<file path="config.mk">
export PLATFORM = sky130hd
export DESIGN_NAME = sub4u_serial
export DESIGN_NICKNAME = d
export VERILOG_FILES = /design/src/rtl/sub4u_serial.sv
export SDC_FILE = /design/constraint.sdc
export NUM_CORES = 1
export LEC_CHECK = 0
export ABC_AREA = 1
export CORE_MARGIN = 10
export CORE_UTILIZATION = 35
export DETAILED_ROUTE_END_ITERATION = 16
export HOLD_SLACK_MARGIN = 0.03
export PLACE_DENSITY = 0.57
export REMOVE_ABC_BUFFERS = 1
export SLEW_MARGIN = 20
export SYNTH_ARGS = -nofsm -noshare
export SYNTH_HDL_FRONTEND = slang
export SYNTH_SLANG_ARGS = --single-unit
</file>
<file path="constraint.sdc">
create_clock -name clk -period 2.3 [get_ports clk]
set_input_delay 0.575 -clock clk [delete_from_list [all_inputs] [get_ports clk]]
set_output_delay 0.575 -clock clk [all_outputs]
set_load 0.05 [all_outputs]
</file>
<file path="src/rtl/sub4u_serial.sv">
// Bit-serial unsigned subtractor: D = A - B computed LSB-first, one bit per cycle,
// with an optional re-add self-check (D + B == {borrow, A}) reported on err.
module sub4u_serial #(
    parameter int WIDTH    = 4,
    parameter int CHECK_EN = 1
) (
    input  logic             clk,
    input  logic             rst_n,
    input  logic             in_valid,
    output logic             in_ready,
    input  logic [WIDTH-1:0] a,
    input  logic [WIDTH-1:0] b,
    output logic             out_valid,
    input  logic             out_ready,
    output logic [WIDTH-1:0] d,
    output logic             borrow,
    output logic             err
);

    localparam int IDX_W = (WIDTH > 1) ? $clog2(WIDTH) : 1;
    localparam logic [IDX_W-1:0] LAST_IDX = IDX_W'(WIDTH - 1);

    localparam logic [1:0] IDLE  = 2'd0;
    localparam logic [1:0] SHIFT = 2'd1;
    localparam logic [1:0] CHECK = 2'd2;
    localparam logic [1:0] DONE  = 2'd3;

    logic [1:0]       state;
    logic [WIDTH-1:0] a_reg;
    logic [WIDTH-1:0] b_reg;
    logic [WIDTH-1:0] d_reg;
    logic             br_reg;
    logic             err_reg;
    logic [IDX_W-1:0] bit_idx;

    logic             a_bit;
    logic             b_bit;
    logic             d_bit;
    logic             br_next;
    logic [WIDTH:0]   sum;

    // One full-subtractor slice at bit_idx, plus the re-add used by the check.
    always_comb begin
        a_bit   = a_reg[bit_idx];
        b_bit   = b_reg[bit_idx];
        d_bit   = a_bit ^ b_bit ^ br_reg;
        br_next = (~a_bit & b_bit) | (~(a_bit ^ b_bit) & br_reg);
        sum     = {1'b0, d_reg} + {1'b0, b_reg};
    end

    always_ff @(posedge clk or negedge rst_n) begin
        if (!rst_n) begin
            state   <= IDLE;
            a_reg   <= '0;
            b_reg   <= '0;
            d_reg   <= '0;
            br_reg  <= 1'b0;
            err_reg <= 1'b0;
            bit_idx <= '0;
        end else begin
            case (state)
                IDLE: begin
                    if (in_valid) begin
                        a_reg   <= a;
                        b_reg   <= b;
                        d_reg   <= '0;
                        br_reg  <= 1'b0;
                        err_reg <= 1'b0;
                        bit_idx <= '0;
                        state   <= SHIFT;
                    end
                end
                SHIFT: begin
                    d_reg[bit_idx] <= d_bit;
                    br_reg         <= br_next;
                    if (bit_idx == LAST_IDX) begin
                        bit_idx <= '0;
                        state   <= (CHECK_EN != 0) ? CHECK : DONE;
                    end else begin
                        bit_idx <= bit_idx + 1'b1;
                    end
                end
                CHECK: begin
                    err_reg <= (sum != {br_reg, a_reg});
                    state   <= DONE;
                end
                DONE: begin
                    if (out_ready) begin
                        state <= IDLE;
                    end
                end
                default: state <= IDLE;
            endcase
        end
    end

    assign in_ready  = (state == IDLE);
    assign out_valid = (state == DONE);
    assign d         = d_reg;
    assign borrow    = br_reg;
    assign err       = (CHECK_EN != 0) ? err_reg : 1'b0;

endmodule

</file>
==> results of run 1 <==
-- power by group --
group | switching [µW] | internal, µW
Sequential | 151 | 459
Clock | 90.7 | 60.9
Combinational | 852 | 491
Total | 1090 | 1010
-- synthesized netlist by cell type (2+ instances only) --
cell type / n
o21ai_1: 4
inv_1: 16
ha_1: 12
nand3_1: 9
o21ai_0: 8
nand4_1: 2
dfrtp_1: 18
nor2_1: 14
nor3_2: 3
nand2_1: 43
a21oi_1: 6
xnor2_1: 2
fa_1: 2
inv_2: 4
-- metrics by stage --
stage / utilization / area, µm² / power (µW) / hold WS, ns
after floorplan: - / 1170 / 1610 / 0.279
after global placement: 0.434 / 1430 / 1940 / 0.503
after detailed placement: 0.434 / 1430 / 1970 / 0.507
after CTS: 0.441 / 1450 / 2130 / 0.535
after global routing: 0.441 / 1450 / 2360 / 0.589
final: 0.441 / 1450 / 2110 / 0.524
-- worst min path at each step --
stage	start	endpoint	cells after the start
finish	err	err	2
global route	b_reg[2]	b_reg[2]	2
CTS	err	err	2
detailed placement	err	err	2
global placement	err	err	2
floorplan	rst_n	a_reg[0]	0
-- metal layers --
metal	up-vias	wire (µm)	global-route usage
met3	10	195	0.0319
met2	31	1170	0.142
met1	470	1200	0.113
met5	-	0	0
li1	520	-	-
met4	0	61	0.0412
-- layout by cell type, fill, tap and decap left out, drive strengths merged --
master / instances
o221ai: 1
nand4: 2
clkdlybuf4s50: 17
nand3: 9
ha: 12
dfrtp: 18
clkbuf: 3
nor3: 3
a21oi: 7
buf: 3
o22ai: 1
xnor2: 2
o21ai: 12
nor2: 14
nand2: 44
fa: 2
inv: 21
-- area by class of cell --
type,instances,area [µm²],area share
clock buffers,3,22.5,0.0156
inverters,21,81.3,0.0562
multi-input cells,109,643,0.444
flip-flops and latches,18,450,0.311
well taps,46,57.6,0.0398
repair buffers,20,193,0.133
-- cells by family after synthesis --
| logic type | after synthesis | synth area share |
|---|---|---|
| and+or+nand+nor | 72 | 0.261 |
| buffers and inverters | 22 | 0.0732 |
| AOI/OAI and AO/OA | 21 | 0.108 |
| DFF | 18 | 0.382 |
| adders and majority gates | 14 | 0.161 |
| xor gates and xnor gates | 2 | 0.0148 |
==> results by group, run 1 <==
Outcome
  – Status: finished clean

Routing
  – Vias/cell: 4.75
  – DRT Wirelength: 2.62 mm
  – Router iterations before antenna repair: 4
  – Routed len/inst: around 12 µm
  – DR DRC count: 0
  – Number of DRC markers in iteration 0: 40
  – Routed vias: roughly 1000
  – Routed Antenna Nets: 0

Synthesis
  – Synth Flop Type: dfrtp_1
  – Post-Synthesis Cells: between 100 and 150
  – Syn_area_per_cell: ~7.9 µm²
  – Largest area contributor in the netlist: dfrtp_1
  – Synth Warn #: 0
  – Synth top area share: 0.382
  – Netlist cell types: 20
  – Mapped Area: around 1200 µm²
  – Async SR Flop Fraction: 1.00
  – Post-synth EDFFs: 0
  – Seq/Total Area, Yosys: 0.382
  – Cells taking the most area after synthesis: dfrtp_1 38%, nand2_1 14%, ha_1 13%
  – #FFs+latches synth: 18

Flow run
  – Max Cap Viol: 0

STA
  – Fin worst setup slack: approximately 0.15 ns
  – Slew @ Worst Pin: 0.500 ns
  – Tmin final: roughly 2.2 ns
  – Final Hold Fails: 0
  – Final Cycle Share: 0.936
  – Final setup TNS: 0 ns
  – Fmax: about 460 MHz
  – Final setup fails: 0
  – RSZ-0062 raised after global routing: no
  – Final Max Tran Viols: 0
  – Final Skew: roughly 0.0007 ns
  – Slew Limit Headroom: 0.666

Floorplan
  – Starting Density: 0.359
  – CORE AREA: roughly 3300 µm²
  – # IOs: 20
  – Die Ht: ~78 µm
  – Die width: approximately 80 µm
  – Full die area: approximately 6100 µm²
  – Row cnt: 21

Setup path
  – R2R Path Start: bit_idx[0]
  – Crit path launch type: flip-flop
  – Reg2reg setup slack: roughly 0.32 ns
  – Critical-path top delay cell: clkdlybuf4s50_1
  – Sum of buffers and inverters on the critical path: 1
  – Max incr delay on CP: ~0.84 ns
  – Worst Setup Path Type: reg2out
  – Crit path arrival time: roughly 1.6 ns
  – Critical Path Start: d[1]
  – WP depth: 1
  – Endpoint class of the critical path: primary output
  – CP Data Required Time: roughly 1.7 ns
  – Cell Chain, Critical Path: clkdlybuf4s50_1
  – R2R cell count: 8
  – CP max FO: 4
  – R2R Path End: d[0]
  – Critical Path Sink: d[1]
  – CP top delay family: buffers and inverters

Global route
  – GRT Total Usage: 0.0920
  – First-pass GRT wire length: roughly 4.7 mm
  – Total grt overflow: 0
  – Initial antenna violation count: 0
  – Vias in the first global route: between 1000 and 1500
  – Largest net degree at the start of global routing: 19

CTS
  – Num CTS Buffers: 3
  – H-tree levels: 1
  – Post-CTS Setup Inserts: 0
  – CTS Sinks: 18
  – CTS Buffer Depth: 2
  – Clock latency on the worst-skew pair: just under 0.3 ns
  – Clock transition at path regs: 0.09 ns
  – Clock Root Buffer: clkbuf_4
  – CTS tree: built
  – Hold buffers post-CTS: 0
  – Post-cts gate resize count: 0

Pwr
  – Leakage: approximately 0.00073 µW
  – Maximum vdd ir drop: between 0.0005 and 0.0006 V
  – Pwr Density: about 1500 nW/µm²

Final layout
  – Share of layout cells above drive strength 1: 0.0994
  – NumNets Final: 199
  – Layout Cells excl Fill: roughly 220
  – Antenna diodes: 0
  – Synthesis-to-layout area growth: 22.7%
  – FILL cells: between 300 and 400

Place
  – DP Wirelength: between 2 and 2.5 mm
  – RePlAce Congestion: about 0.83
  – Pre-CTS WS: roughly 0.34 ns
  – Placed insts: about 210
  – Port Buf Inserts: 19

Hold path
  – Hold Path Class: reg2reg
Note: power is estimated with default switching activity, not from simulation.
==> run 2, diff against run 1 <==
--- a/config.mk
+++ b/config.mk
@@ -9,6 +9,7 @@
 export CORE_MARGIN = 10
 export CORE_UTILIZATION = 35
 export DETAILED_ROUTE_END_ITERATION = 16
+export GPL_TIMING_DRIVEN = 0
 export HOLD_SLACK_MARGIN = 0.03
 export PLACE_DENSITY = 0.57
 export REMOVE_ABC_BUFFERS = 1
==> run 2 against run 1 <==
Effect of this change:
- critical path depth stayed put
- highest routed layer unchanged
- die area stayed put
- sequential power hardly changed
- clock skew is 0.0012 ns higher
- largest power group unchanged
- register-to-register slack better by 0.03 ns
- utilization is 0.15 points lower
- final area is 0.35% lower
==> results by group, run 2 (synthesized netlist as in run 1, its figures left out) <==
Pwr
  – Maximum vdd ir drop: 0.000596 V (+1.7%)
  – Int Power: 1010 µW (-0.42%)
  – Leakage: 0.000736 µW (+0.97%)
  – Pwr Density: 1460 nW/µm² (+0.50%)
  – Logic pwr share: 0.634 (-0.004)
  – Clk pwr share: 0.077 (+0.005)
  – Switching power: 1100 µW (+0.67%)
  – Sw frac: 0.522 (+0.00271)
  – Power, Total: 2110 µW (+0.15%)
  – Sequential Power Share: 0.289 (about the same)

Setup path
  – CP Data Required Time: 1.73 ns (about the same)
  – R2R Path End: d[0]
  – WP depth: 1 (unchanged)
  – Reg2reg setup slack: 0.35 ns (+0.03 ns)
  – Crit path launch type: flip-flop
  – R2R Path Start: bit_idx[0]
  – Sum of buffers and inverters on the critical path: 1 (unchanged)
  – Cell Chain, Critical Path: clkdlybuf4s50_1
  – R2R cell count: 8 (unchanged)
  – Max incr delay on CP: 0.84 ns (about the same)
  – Crit path arrival time: 1.58 ns (about the same)
  – Worst Setup Path Type: reg2out
  – Endpoint class of the critical path: primary output
  – CP max FO: 4 (unchanged)
  – Critical-path top delay cell: clkdlybuf4s50_1
  – CP top delay family: buffers and inverters

Final layout
  – FILL cells: 352 (+3.8%)
  – Synthesis-to-layout area growth: 22.3%
  – Commonest cells after routing, fill and taps aside: 43 x nand2_1, 18 x dfrtp_1, 17 x clkdlybuf4s50_1, 16 x inv_1, 14 x nor2_1
  – NumNets Final: 198 (-0.50%)
  – Layout Cells excl Fill: 216 (-0.46%)
  – Register area: 450 µm² (unchanged)
  – Final core occ: 0.439 (-0.00152)
  – Antenna diodes: 0 (unchanged)
  – Most common cell after layout, fill and taps aside: nand2_1
  – Share of layout cells above drive strength 1: 0.0882 (-0.0112)
  – Area of the multi-input gates: 643 µm² (unchanged)

STA
  – Slew Limit Headroom: 0.424 (-0.242)
  – Final setup TNS: 0 ns (unchanged)
  – Final Skew: 0.00192 ns (+0.00120 ns)
  – Final setup fails: 0 (unchanged)
  – Tmin final: 2.15 ns (+0.000306 ns)
  – RSZ-0062 raised after global routing: no
  – Final Hold Fails: 0 (unchanged)
  – Final Max Tran Viols: 0 (unchanged)
  – Final Cycle Share: 0.936 (about the same)
  – Slew @ Worst Pin: 0.862 ns (+0.362 ns)
  – Fmax: 464 MHz (about the same)
  – Hold Worst Slack: 0.529 ns (+0.00492 ns)

Global route
  – Total grt overflow: 0 (unchanged)
  – Vias in the first global route: 1040 (-0.76%)
  – Largest net degree at the start of global routing: 19 (unchanged)
  – First-pass GRT wire length: 4.75 mm (+1.0%)
  – Initial antenna violation count: 0 (unchanged)
  – GRT Total Usage: 0.0923 (+0.000300)

Routing
  – DR DRC count: 0 (unchanged)
  – Number of DRC markers in iteration 0: 42 (+5.0%)
  – Routed Antenna Nets: 0 (unchanged)
  – Vias/cell: 4.73 (-0.51%)
  – Routed len/inst: 12.2 µm (+0.58%)
  – DRT Wirelength: 2.63 mm (+0.11%)
  – Router iterations before antenna repair: 4 (unchanged)
  – Routed vias: 1021 (-0.97%)

CTS
  – Post-CTS Setup Inserts: 0 (unchanged)
  – CTS tree: built
  – Hold buffers post-CTS: 0 (unchanged)
  – H-tree levels: 1 (unchanged)
  – Clock transition at path regs: 0.11 ns (+0.02 ns)
  – Num CTS Buffers: 3 (unchanged)
  – CTS Sinks: 18 (unchanged)
  – CTS Buffer Depth: 2 (unchanged)
  – Clock Root Buffer: clkbuf_4
  – Clock latency on the worst-skew pair: 0.29 ns (about the same)

Hold path
  – Hold Path Class: reg2reg
  – Hold_sp: err
  – Hold path depth: 2 (unchanged)
  – Hold EP: err

Flow run
  – Max Cap Viol: 0 (unchanged)

Outcome
  – Status: finished clean

Place
  – Placed insts: 213 (-0.47%)
  – RePlAce Congestion: 0.822 (-0.74%)
  – Port Buf Inserts: 19 (unchanged)
  – DP Wirelength: 2.10 mm (-3.9%)

Floorplan
  – Die width: 78.1 µm (unchanged)
  – Starting Density: 0.359 (unchanged)
  – Row cnt: 21 (unchanged)
  – CORE AREA: 3280 µm² (unchanged)
  – Die Ht: 78.1 µm (unchanged)
  – # IOs: 20 (unchanged)
  – Full die area: 6090 µm² (unchanged)
-- run 2: cell count changes in the layout (fill, tap and decap cells not counted) --
cell            before  now
buf_4                3    0
clkbuf_2             0    1
dlymetal6s2s_1       0    1
-- run 2: worst max-delay path by stage --
stage / to / startpoint
finish: d[1] / d[1]
global route: d[1] / d[1]
CTS: out_valid / state[0]
global placement: in_ready / state[1]
detailed placement: in_ready / state[0]
floorplan: err / d[0]
-- run 2: through the flow --
| step | setup slack (ns) | instance area, µm² |
|---|---|---|
| floorplan | 0.408 | 1170 |
| global placement | 0.160 | 1420 |
| detailed placement | 0.109 | 1420 |
| CTS | 0.00260 | 1440 |
| global route | 0.0748 | 1440 |
| finish | 0.147 | 1440 |
-- run 2: final cells by class --
type                       instances  area share
clock buffer                       3      0.0156
inverter                          21      0.0564
multi-input combinational        109       0.446
sequential                        18       0.312
tap                               46      0.0399
timing repair buffer              19       0.130
-- run 2: power groups by stage --
stage / clock network (µW) / registers, µW / logic (µW)
final: 163 / 610 / 1340
after global routing: 180 / 634 / 1520
after CTS: 164 / 609 / 1360
after detailed placement: 0 / 616 / 1350
after global placement: 0 / 615 / 1330
after floorplan: 0 / 710 / 898
-- run 2: layer usage --
layer	GRT usage	up-vias	wire length [µm]
met2	0.149	19	1180
met5	0	-	0
met1	0.118	479	1280
met3	0.0285	4	141
li1	-	519	-
met4	0.0215	0	25
-- run 2: what timing repair did --
item | CTS | global route
pin swaps | 0 | 0
setup endpoints to repair | 1 | 2
gates resized for setup | 1 | 3
==> run 3, diff against run 2 <==
--- a/config.mk
+++ b/config.mk
@@ -11,6 +11,7 @@
 export DETAILED_ROUTE_END_ITERATION = 16
 export GPL_TIMING_DRIVEN = 0
 export HOLD_SLACK_MARGIN = 0.03
+export MAX_ROUTING_LAYER = met4
 export PLACE_DENSITY = 0.57
 export REMOVE_ABC_BUFFERS = 1
 export SLEW_MARGIN = 20
==> run 3 against run 2 <==
Effect of this change:
- first-iteration DRC count is 7.1% lower
- clock skew about the same
- largest cell class unchanged
- via count is the same
- sequential power about the same
==> results by group, run 3 (synthesized netlist as in run 1, its figures left out) <==
Floorplan
  – Die Ht: 78.1 µm (unchanged)
  – Die width: 78.1 µm (unchanged)
  – Full die area: 6090 µm² (unchanged)
  – Row cnt: 21 (unchanged)
  – # IOs: 20 (unchanged)
  – CORE AREA: 3280 µm² (unchanged)
  – Starting Density: 0.359 (unchanged)

Final layout
  – Antenna diodes: 0 (unchanged)
  – Synthesis-to-layout area growth: 22.3% (unchanged)
  – Commonest cells after routing, fill and taps aside: 43 x nand2_1, 18 x dfrtp_1, 17 x clkdlybuf4s50_1, 16 x inv_1, 14 x nor2_1
  – NumNets Final: 198 (unchanged)
  – FILL cells: 352 (unchanged)
  – Final core occ: 0.439 (unchanged)
  – Most common cell after layout, fill and taps aside: nand2_1
  – Share of layout cells above drive strength 1: 0.0882 (unchanged)

CTS
  – Clock latency on the worst-skew pair: 0.29 ns (about the same)
  – Clock Root Buffer: clkbuf_4
  – Post-CTS Setup Inserts: 0 (unchanged)
  – CTS Buffer Depth: 2 (unchanged)
  – CTS tree: built
  – Num CTS Buffers: 3 (unchanged)
  – CTS Sinks: 18 (unchanged)
  – Clock transition at path regs: 0.11 ns (about the same)
  – H-tree levels: 1 (unchanged)

STA
  – Final Cycle Share: 0.936 (about the same)
  – Final setup fails: 0 (unchanged)
  – Slew Limit Headroom: 0.424 (about the same)
  – Slew @ Worst Pin: 0.862 ns (+0.0000621 ns)
  – Final Max Tran Viols: 0 (unchanged)
  – Final Skew: 0.00215 ns (+0.000227 ns)
  – RSZ-0062 raised after global routing: no
  – Fmax: 464 MHz (about the same)
  – Final setup TNS: 0 ns (unchanged)
  – Tmin final: 2.15 ns (+0.0000310 ns)
  – Final Hold Fails: 0 (unchanged)

Global route
  – Layer with the highest usage: met2
  – Met2 usage: 0.149 (unchanged)
  – First-pass GRT wire length: 4.75 mm (+0.15%)
  – Total grt overflow: 0 (unchanged)
  – GRT Total Usage: 0.0950 (+0.00268)
  – Initial antenna violation count: 0 (unchanged)
  – Routing usage on met3: 0.0239 (-0.00456)
  – Met1 usage in global routing: 0.120 (+0.00269)
  – Vias in the first global route: 1040 (unchanged)
  – Largest net degree at the start of global routing: 19 (unchanged)

Setup path
  – Max incr delay on CP: 0.84 ns (about the same)
  – Critical-path top delay cell: clkdlybuf4s50_1
  – Worst Setup Path Type: reg2out
  – Cell Chain, Critical Path: clkdlybuf4s50_1
  – CP top delay family: buffers and inverters
  – CP Data Required Time: 1.73 ns (about the same)
  – Crit path arrival time: 1.58 ns (about the same)
  – CP max FO: 4 (unchanged)
  – Endpoint class of the critical path: primary output
  – R2R Path Start: bit_idx[0]
  – Crit path launch type: flip-flop
  – Sum of buffers and inverters on the critical path: 1 (unchanged)
  – Critical Path Start: d[1]

Flow run
  – Max Cap Viol: 0 (unchanged)

Place
  – RePlAce Congestion: 0.834 (+1.5%)
  – Port Buf Inserts: 19 (unchanged)
  – DP Wirelength: 2.10 mm (unchanged)

Routing
  – Routed len/inst: 12.2 µm (unchanged)
  – Router iterations before antenna repair: 4 (unchanged)
  – DR DRC count: 0 (unchanged)
  – Routed Antenna Nets: 0 (unchanged)
  – Number of DRC markers in iteration 0: 39 (-7.1%)
  – Vias/cell: 4.73 (unchanged)
  – Routed vias: 1021 (unchanged)
  – DRT Wirelength: 2.63 mm (unchanged)

Pwr
  – Maximum vdd ir drop: 0.000596 V (+0.11%)
  – Pwr Density: 1460 nW/µm² (about the same)
  – Power, Total: 2110 µW (about the same)
  – Leakage: 0.000736 µW (unchanged)

Outcome
  – Status: finished clean

Hold path
  – Hold Path Class: reg2reg
  – Hold_sp: err
-- run 3: final cells by class --
class                           instances  area [µm²]  share of cell area
Clock buffer                            3        22.5              0.0156
Inverter                               21        81.3              0.0564
Sequential cell                        18         450               0.312
Tap cell                               46        57.6              0.0399
Timing Repair Buffer                   19         188               0.130
Multi-Input combinational cell        109         643               0.446
-- run 3: power by group --
part           internal (µW)  switching [µW]  total, µW
Combinational            487             849       1340
Clock                   61.0             102        163
Sequential               459             151        610
-- run 3: timing repair --
action,4_1_cts,5_1_grt
endpoints found under the hold margin,0,0
hold buffers,0,0
resized for setup,1,3
setup endpoints to repair,1,2
-- run 3: routing by layer --
metal,up-vias,share of wire
met2,19,0.45
met1,479,0.50
met3,4,0.043
met5,-,0
met4,0,0.0088
li1,519,-
-- run 3: through the flow --
stage / cell area (µm²) / setup WS [ns] / hold WS (ns) / std cells
after floorplan: 1170 / 0.408 / 0.279 / 148
after global placement: 1420 / 0.160 / 0.506 / 213
after detailed placement: 1420 / 0.109 / 0.505 / 213
after CTS: 1440 / 0.00260 / 0.537 / 216
after global routing: 1440 / 0.0748 / 0.588 / 216
final: 1440 / 0.147 / 0.529 / 216
-- run 3: path summary, 6_finish.rpt --
| path | end | slack (ns) | cells after the start |
|---|---|---|---|
| setup / recovery | d[1] | 0.15 | 1 |
| hold reg to reg | err | 0.53 | 2 |
| setup reg to reg | d[0] | 0.35 | 8 |
| hold / removal | err | 0.53 | 2 |
| max in group asynchronous | a_reg[0] | 1.01 | 1 |
| min in group asynchronous | a_reg[2] | 0.76 | 1 |
